<file path="src/rtl/store_narrow_unit.sv">
// -----------------------------------------------------------------------------
// store_narrow_unit
//
// Purpose:
//   Narrows a 32-bit register value to byte, halfword or word width for
//   sb/sh/sw stores. The kept bytes go out big-endian on a byte-wide
//   data-memory write port, one byte per write/ack handshake. The unit pulses
//   done when the last byte is acked. It pulses err when a request is
//   misaligned or has an illegal size, or when a byte is not acked within
//   TIMEOUT cycles.
//
// Parameters:
//   ADDR_W   width of request and memory addresses
//   TIMEOUT  max cycles mem_we may stay high for one byte without mem_ack
//            before the store is aborted (>= 1)
//
// Ports:
//   clk        system clock, rising edge
//   rst_n      asynchronous active-low reset
//   req_valid  store request present
//   req_ready  unit can accept a request (high only in IDLE)
//   req_addr   byte address of the store
//   req_data   register value to store (upper bits dropped per size)
//   req_size   00 byte, 01 halfword, 10 word, 11 illegal
//   mem_we     byte write strobe to memory
//   mem_addr   byte address of the current write
//   mem_wdata  byte being written
//   mem_ack    memory accepted the current byte
//   done       one-cycle pulse: store completed
//   err        one-cycle pulse: request rejected or aborted
// -----------------------------------------------------------------------------
module store_narrow_unit #(
  parameter int ADDR_W  = 32,
  parameter int TIMEOUT = 15
) (
  input  logic              clk,
  input  logic              rst_n,
  input  logic              req_valid,
  output logic              req_ready,
  input  logic [ADDR_W-1:0] req_addr,
  input  logic [31:0]       req_data,
  input  logic [1:0]        req_size,
  output logic              mem_we,
  output logic [ADDR_W-1:0] mem_addr,
  output logic [7:0]        mem_wdata,
  input  logic              mem_ack,
  output logic              done,
  output logic              err
);

  localparam int TO_W = $clog2(TIMEOUT + 1);

  typedef enum logic {
    S_IDLE  = 1'b0,
    S_WRITE = 1'b1
  } state_e;

  state_e            state_q, state_d;
  logic              mem_we_q, mem_we_d;
  logic [ADDR_W-1:0] mem_addr_q, mem_addr_d;
  logic [7:0]        mem_wdata_q, mem_wdata_d;
  // Bytes still waiting to be presented, MSB first.
  logic [23:0]       shift_q, shift_d;
  // Number of bytes left after the one currently presented.
  logic [1:0]        left_q, left_d;
  logic [TO_W-1:0]   to_q, to_d;
  logic              done_q, done_d;
  logic              err_q, err_d;

  // Request decode: legality, left-justified data and byte count.
  logic              req_legal;
  logic [31:0]       req_just;
  logic [1:0]        req_left;

  always_comb begin
    req_legal = 1'b0;
    req_just  = req_data;
    req_left  = 2'd0;
    case (req_size)
      2'b00: begin
        req_legal = 1'b1;
        req_just  = {req_data[7:0], 24'h000000};
        req_left  = 2'd0;
      end
      2'b01: begin
        req_legal = ~req_addr[0];
        req_just  = {req_data[15:0], 16'h0000};
        req_left  = 2'd1;
      end
      2'b10: begin
        req_legal = (req_addr[1:0] == 2'b00);
        req_just  = req_data;
        req_left  = 2'd3;
      end
      default: begin
        req_legal = 1'b0;
      end
    endcase
  end

  // Unlike the other outputs, req_ready is decoded from state, so a new
  // request can be accepted in the same cycle that done pulses.
  assign req_ready = (state_q == S_IDLE);

  always_comb begin
    // NOTE: every signal assigned here gets a default first, so no path leaves
    // it unassigned and no latch is inferred.
    state_d     = state_q;
    mem_we_d    = mem_we_q;
    mem_addr_d  = mem_addr_q;
    mem_wdata_d = mem_wdata_q;
    shift_d     = shift_q;
    left_d      = left_q;
    to_d        = to_q;
    done_d      = 1'b0;
    err_d       = 1'b0;

    case (state_q)
      S_IDLE: begin
        if (req_valid) begin
          if (req_legal) begin
            state_d     = S_WRITE;
            mem_we_d    = 1'b1;
            mem_addr_d  = req_addr;
            mem_wdata_d = req_just[31:24];
            shift_d     = req_just[23:0];
            left_d      = req_left;
            to_d        = '0;
          end else begin
            // Rejected: stay idle, no write, only the error pulse.
            err_d = 1'b1;
          end
        end
      end

      S_WRITE: begin
        if (mem_ack) begin
          to_d = '0;
          if (left_q == 2'd0) begin
            state_d  = S_IDLE;
            mem_we_d = 1'b0;
            done_d   = 1'b1;
          end else begin
            // Present the next byte in the very next cycle; mem_we stays high.
            mem_addr_d  = mem_addr_q + ADDR_W'(1);
            mem_wdata_d = shift_q[23:16];
            shift_d     = {shift_q[15:0], 8'h00};
            left_d      = left_q - 2'd1;
          end
        end else if (to_q == TO_W'(TIMEOUT - 1)) begin
          // This is the TIMEOUT-th cycle without ack: drop the remaining bytes.
          state_d  = S_IDLE;
          mem_we_d = 1'b0;
          err_d    = 1'b1;
          left_d   = 2'd0;
          to_d     = '0;
        end else begin
          to_d = to_q + TO_W'(1);
        end
      end

      default: begin
        state_d = S_IDLE;
      end
    endcase
  end

  // NOTE: state is updated with non-blocking assignments only, so every flop
  // samples the values from before the clock edge.
  always_ff @(posedge clk or negedge rst_n) begin
    if (!rst_n) begin
      state_q     <= S_IDLE;
      mem_we_q    <= 1'b0;
      mem_addr_q  <= '0;
      mem_wdata_q <= 8'h00;
      shift_q     <= 24'h000000;
      left_q      <= 2'd0;
      to_q        <= '0;
      done_q      <= 1'b0;
      err_q       <= 1'b0;
    end else begin
      state_q     <= state_d;
      mem_we_q    <= mem_we_d;
      mem_addr_q  <= mem_addr_d;
      mem_wdata_q <= mem_wdata_d;
      shift_q     <= shift_d;
      left_q      <= left_d;
      to_q        <= to_d;
      done_q      <= done_d;
      err_q       <= err_d;
    end
  end

  assign mem_we    = mem_we_q;
  assign mem_addr  = mem_addr_q;
  assign mem_wdata = mem_wdata_q;
  assign done      = done_q;
  assign err       = err_q;

endmodule

</file>
<file path="config.mk">
export PLATFORM = sky130hd
export DESIGN_NAME = store_narrow_unit
export DESIGN_NICKNAME = d
export VERILOG_FILES = /design/src/rtl/store_narrow_unit.sv
export SDC_FILE = /design/constraint.sdc
export NUM_CORES = 1
export LEC_CHECK = 0
export BUFFER_PORTS_ARGS = -buffer_cell sky130_fd_sc_hd__buf_4
export CORE_UTILIZATION = 53
export CTS_CLUSTER_DIAMETER = 30
export CTS_CLUSTER_SIZE = 40
export DETAILED_ROUTE_END_ITERATION = 6
export PLACE_DENSITY_LB_ADDON = 0.05
export SLEW_MARGIN = 40
export SYNTH_ARGS = -nofsm -noshare
export SYNTH_HDL_FRONTEND = slang
export SYNTH_SLANG_ARGS = --single-unit
</file>
<file path="constraint.sdc">
create_clock -name clk -period 2.65 [get_ports clk]
set_input_delay 0 -clock clk [delete_from_list [all_inputs] [get_ports clk]]
set_output_delay 0 -clock clk [all_outputs]
set_load 0.05 [all_outputs]
</file>
=== Word level (Yosys, flattened, before mapping) ===
Cells that the tools add are included.

* Add/sub/neg operators: 3
* Equality and inequality tests: 10
* Muxes and demuxes: 49
* Bitwise logic cells: 2
* Reductions and logical operators: 7

{| class="wikitable"
|+ Operators by type and width
! cell !! count
|-
| $mux W32 || 4
|-
| $pmux W32 S2 || 2
|-
| $mux W24 || 4
|-
| $pmux W24 S2 || 1
|-
| $add A32 B1 Y32 const B || 1
|-
| $mux W8 || 4
|-
| $mux W1 || 17
|-
| $mux W4 || 4
|-
| $pmux W8 S2 || 1
|-
| $reduce_and A4 Y1 || 3
|-
| $mux W2 || 5
|-
| $pmux W2 S2 || 2
|-
| $pmux W4 S2 || 1
|-
| $logic_not A2 Y1 || 3
|-
| $ne A2 B2 Y1 const B || 3
|-
| $ne A3 B2 Y1 const B || 2
|-
| $pmux W1 S2 || 3
|-
| $add A4 B1 Y4 const B || 1
|-
| $eq A4 B4 Y1 const B || 1
|-
| $ne A3 B3 Y1 const B || 1
|-
| $pmux W1 S3 || 1
|-
| $eq A2 B1 Y1 const B || 1
|-
| $eq A2 B2 Y1 const B || 1
|-
| $ne A2 B1 Y1 const B || 1
|-
| 3 further kinds || 4
|}

* Bits in registers: 74
* Logic and storage cells: 80

=== Logic depth before layout (Yosys ltp) ===
* Depth after elaboration: 5
* Depth in mapped cells: 10
* Depth with buffers taken out: 7

=== Worst setup path before layout ===
No wires, ideal clock.

* Kind: flip-flop to flip-flop
* Start point: register mem_addr_q[0] (netlist: mem_addr[0])
* End point: register mem_addr_q[28] (netlist: mem_addr[28])
* Setup time: 0.080 ns
* Data arrival time: 2.319 ns
* Required time: 2.570 ns
* Setup slack: 0.251 ns
* Cell stages (with the launch flop): 7
* Buffers on the path: 0
* Cells stage by stage: dfrtp_1 ha_1 nand3_1 or3_4 or4_4 a21oi_2 a2bb2oi_1

* Cells in the longest elaborated chain, start to end: 4

{| class="wikitable"
|+ RTL lines
! what !! RTL line !! RTL
|-
| from (decl) || 60 || <nowiki>logic [ADDR_W-1:0] mem_addr_q, mem_addr_d;</nowiki>
|-
| from (signal assigned) || 184 || <nowiki>mem_addr_q <= mem_addr_d;</nowiki>
|-
| $add A32 B1 Y32 || 145 || <nowiki>mem_addr_d = mem_addr_q + ADDR_W'(1);</nowiki>
|-
| $mux W32 || 139 || <nowiki>if (left_q == 2'd0) begin</nowiki>
|-
| $mux W32 || 137 || <nowiki>if (mem_ack) begin</nowiki>
|-
| $pmux W32 S2 || 118 || <nowiki>case (state_q)</nowiki>
|}

No other way between the ends. The select of a mux whose other input is x is not followed.
A chain may end at the register's enable or synchronous reset.

=== Worst setup path after layout ===
* Start point: register mem_addr_q[0] (netlist: mem_addr[0])
* End point: register mem_addr_q[26] (netlist: mem_addr[26])

The elaborated chain is that of the path after synthesis.

==> results.md <==
- Total GRT Usage: about 30%
- Area Overhead vs Synth: 39.0%
- Setup repair after global routing missed its margin: no
- Place WS: roughly 0.40 ns
- Mean Syn Cell Area: 8.44 um^2
- Worst Path Required: between 2 and 3 ns
- Worst Skew: 0.00692 ns
- Die X: 91.1 um
- Crit-path max FO: 7
- First-pass DRT Iterations: 5
- First-pass GRT wire length: roughly 20000 um
- Total Power: between 6000 and 7000 uW
- Core area: 7690 um^2
- # port buffers: 113
- Crit path kind: register to register
- Max clock buf depth: 2
- Die area: around 8300 um^2
- Nets: between 700 and 800
- Final setup fails: 0
- Cells after Synth: around 500
- Via count: around 4400
- Ys async rst share: 100%
- Max_slew headroom: 54.5%
- Layout fillers: 571
- Iter 0 DRT Violations: about 240
- Antenna Nets Post-Route: 0
- Clk_lat worst skew: between 0.3 and 0.4 ns
- Leak: ~0.0026 uW
- Fraction of layout cells with a size suffix above 1: approximately a quarter
- Share of the yosys chip area belonging to registers: between 40% and 50%
- Hold Path Class: primary input to register
- Total CTS buffers: 9
- Slew @ Worst Pin: 0.682 ns
- Largest net degree at the start of global routing: 96
- Antenna violations before repair: 0
- Worst hold slack: between 0.004 and 0.005 ns
- Syn Std Cell Area: roughly 4200 um^2
- Final period util: approximately 86%
- Final Wtd Congestion: 0.836
- Setup TNS: 0 ns
- Root Driver: clkbuf_8
- Max-Cap Viols: 0
- Starting density of the core: about 55%
- EDFF count, synth: 0
- # rows: 32
- Crit path time final: ~2.3 ns
- Top-level I/O count: 114
- Top_reg_cell synth: dfrtp_1
- Synth warnings: 0
- Critical Path AT: between 2 and 2.5 ns
- Cell Pwr Density: approximately 1200 nW/um^2
- Die Ht: between 90 and 100 um
- Fmax: 0.438 GHz
- Vias in the first global route: ~4200
- CP endpoint kind: register
- Clk slew on worst S/H paths: roughly 0.080 ns
- CTS tree: yes
- #FFs+latches synth: between 70 and 80
- Routed wire per std cell: approximately 16 um
- Distinct cells, synth: between 50 and 60
- Status: complete, no violations
- Fin worst setup slack: between 0.3 and 0.4 ns
- Gr ovfl total: 0
- Pins Over Slew Limit: 0
- CP Launch Type: register
- Detail Placement HPWL: approximately 8000 um
- Maximum vdd drop: 0.639 mV
- Final Hold Viols: 0
- CTS Sinks: 74
- Synth Net Count: around 580
- Drc violations: 0
- H-Tree Depth: 3
- Antenna cells: 0
- Vias/cell: just under 6
- Total Wirelength: between 10000 and 15000 um
==> flip-flops by register name (all words and copies together) (netlist names) <==
| register | cells |
|---|---|
| shift_q | 24 |
| done | 1 |
| left_q | 2 |
| to_q | 4 |
| state_q | 1 |
| mem_addr | 32 |
| err | 1 |
| mem_we | 1 |
| mem_wdata | 8 |
==> final cells by class <==
cell class	count	area, um^2	share of cell area (%)
Multi-Input combinational cell	381	2200	37.7
Sequential cell	74	1850	31.7
Timing Repair Buffer	169	1400	23.9
Clock buffer	10	138	2.36
Tap cell	102	128	2.18
Clock inverter	6	88.8	1.52
Inverter	9	33.8	0.578
==> timing repair <==
item,CTS,global route
setup buffers,0,0
endpoints found under the hold margin,113,0
resized for setup,0,0
hold buffers,38,0
==> cells in the mapped netlist (all sizes together), types with 2 or more instances <==
cell	instances	share of area, %
a22o	8	1.7
nor2b	2	0.30
o22ai	11	1.6
or3	4	0.71
a41oi	2	0.42
buf	9	0.95
nand2	74	6.6
nand2b	3	0.45
o31ai	3	0.54
nor4	3	0.80
nor3	5	0.60
and3	5	0.74
a221o	2	0.48
dfrtp	74	44
mux2i	6	1.4
a21oi	63	7.6
nand3	26	3.1
clkbuf	25	2.2
o32ai	4	0.83
o22a	6	1.3
a221oi	9	1.9
o21ai	47	5.6
nor3b	8	1.5
ha	8	2.4
inv	9	0.80
or4	2	0.45
a2bb2oi	5	1.0
o2bb2a	3	0.71
a31oi	4	0.60
nand4	8	1.5
nor2	47	4.2
==> where the power goes <==
| part | internal (uW) | switching (uW) |
|---|---|---|
| sequential | 1630 | 531 |
| combinational | 1210 | 2380 |
| clock | 557 | 435 |
| total | 3400 | 3340 |
==> stage by stage <==
| stage | utilization, % | instances | cell area [um^2] |
|---|---|---|---|
| finish | 76.0 | 751 | 5840 |
| global route | 76.0 | 751 | 5840 |
| CTS | 75.9 | 751 | 5840 |
| detailed placement | 68.1 | 697 | 5230 |
| global placement | 67.4 | 695 | 5180 |
| floorplan | - | 498 | 4200 |
==> worst paths after layout <==
path / from / endpoint / slack [ns] / cells past startpoint
max: mem_addr[0] / mem_addr[26] / 0.37 / 6
min: req_addr[20] / mem_addr[20] / 0.004 / 3
max reg2reg: mem_addr[0] / mem_addr[26] / 0.37 / 6
min reg2reg: shift_q[6] / shift_q[6] / 0.48 / 2
max in group asynchronous: rst_n / state_q / 1.91 / 2
min in group asynchronous: rst_n / mem_addr[12] / 0.22 / 2
==> cells by family (layout without fill, tap and decap cells) <==
kind of cell | Yosys count | in the layout | share of synthesized area, %
AOI/OAI and AO/OA | 175 | 175 | 26.1
xor gates and xnor gates | 1 | 1 | 0.208
adders and majority gates | 8 | 8 | 2.38
buffers and inverters | 43 | 194 | 3.99
DFF | 74 | 74 | 44.1
muxes | 6 | 6 | 1.43
and+or+nand+nor | 191 | 191 | 21.8
==> cells in the final DEF (no fill, tap or decap), types with 7 or more instances in the layout <==
master / netlist / routed
a21oi_1: 62 / 62
a221oi_1: 9 / 9
a22o_1: 8 / 8
buf_4: 0 / 127
clkbuf_8: 0 / 10
dfrtp_1: 74 / 73
dlygate4sd3_1: 0 / 38
ha_1: 8 / 8
inv_1: 9 / 9
nand2_1: 74 / 74
nand3_1: 26 / 26
nand4_1: 7 / 7
nor2_1: 47 / 46
nor3b_1: 7 / 7
o21ai_0: 46 / 46
o22ai_1: 11 / 11
==> critical path: stages (launching register included) <==
cell and delay [ns]:
dfrtp_1 0.46, ha_1 0.28, nand3_1 0.15, or3_4 0.42, nand4bb_1 0.33, o32ai_1 0.37
a21oi_1 0.11
==> routing by layer <==
layer  part of all wire (%)  up-vias  global-route usage (%)  wire length, um
li1                       -     2111                       -                -
met1                     44     2097                    43.4             5260
met2                     46      200                    45.8             5560
met3                    7.1       32                    4.94              850
met4                    3.0        0                    14.6              358
met5                      0        -                       0                0
No activity file was read; power rests on OpenSTA's default activity.
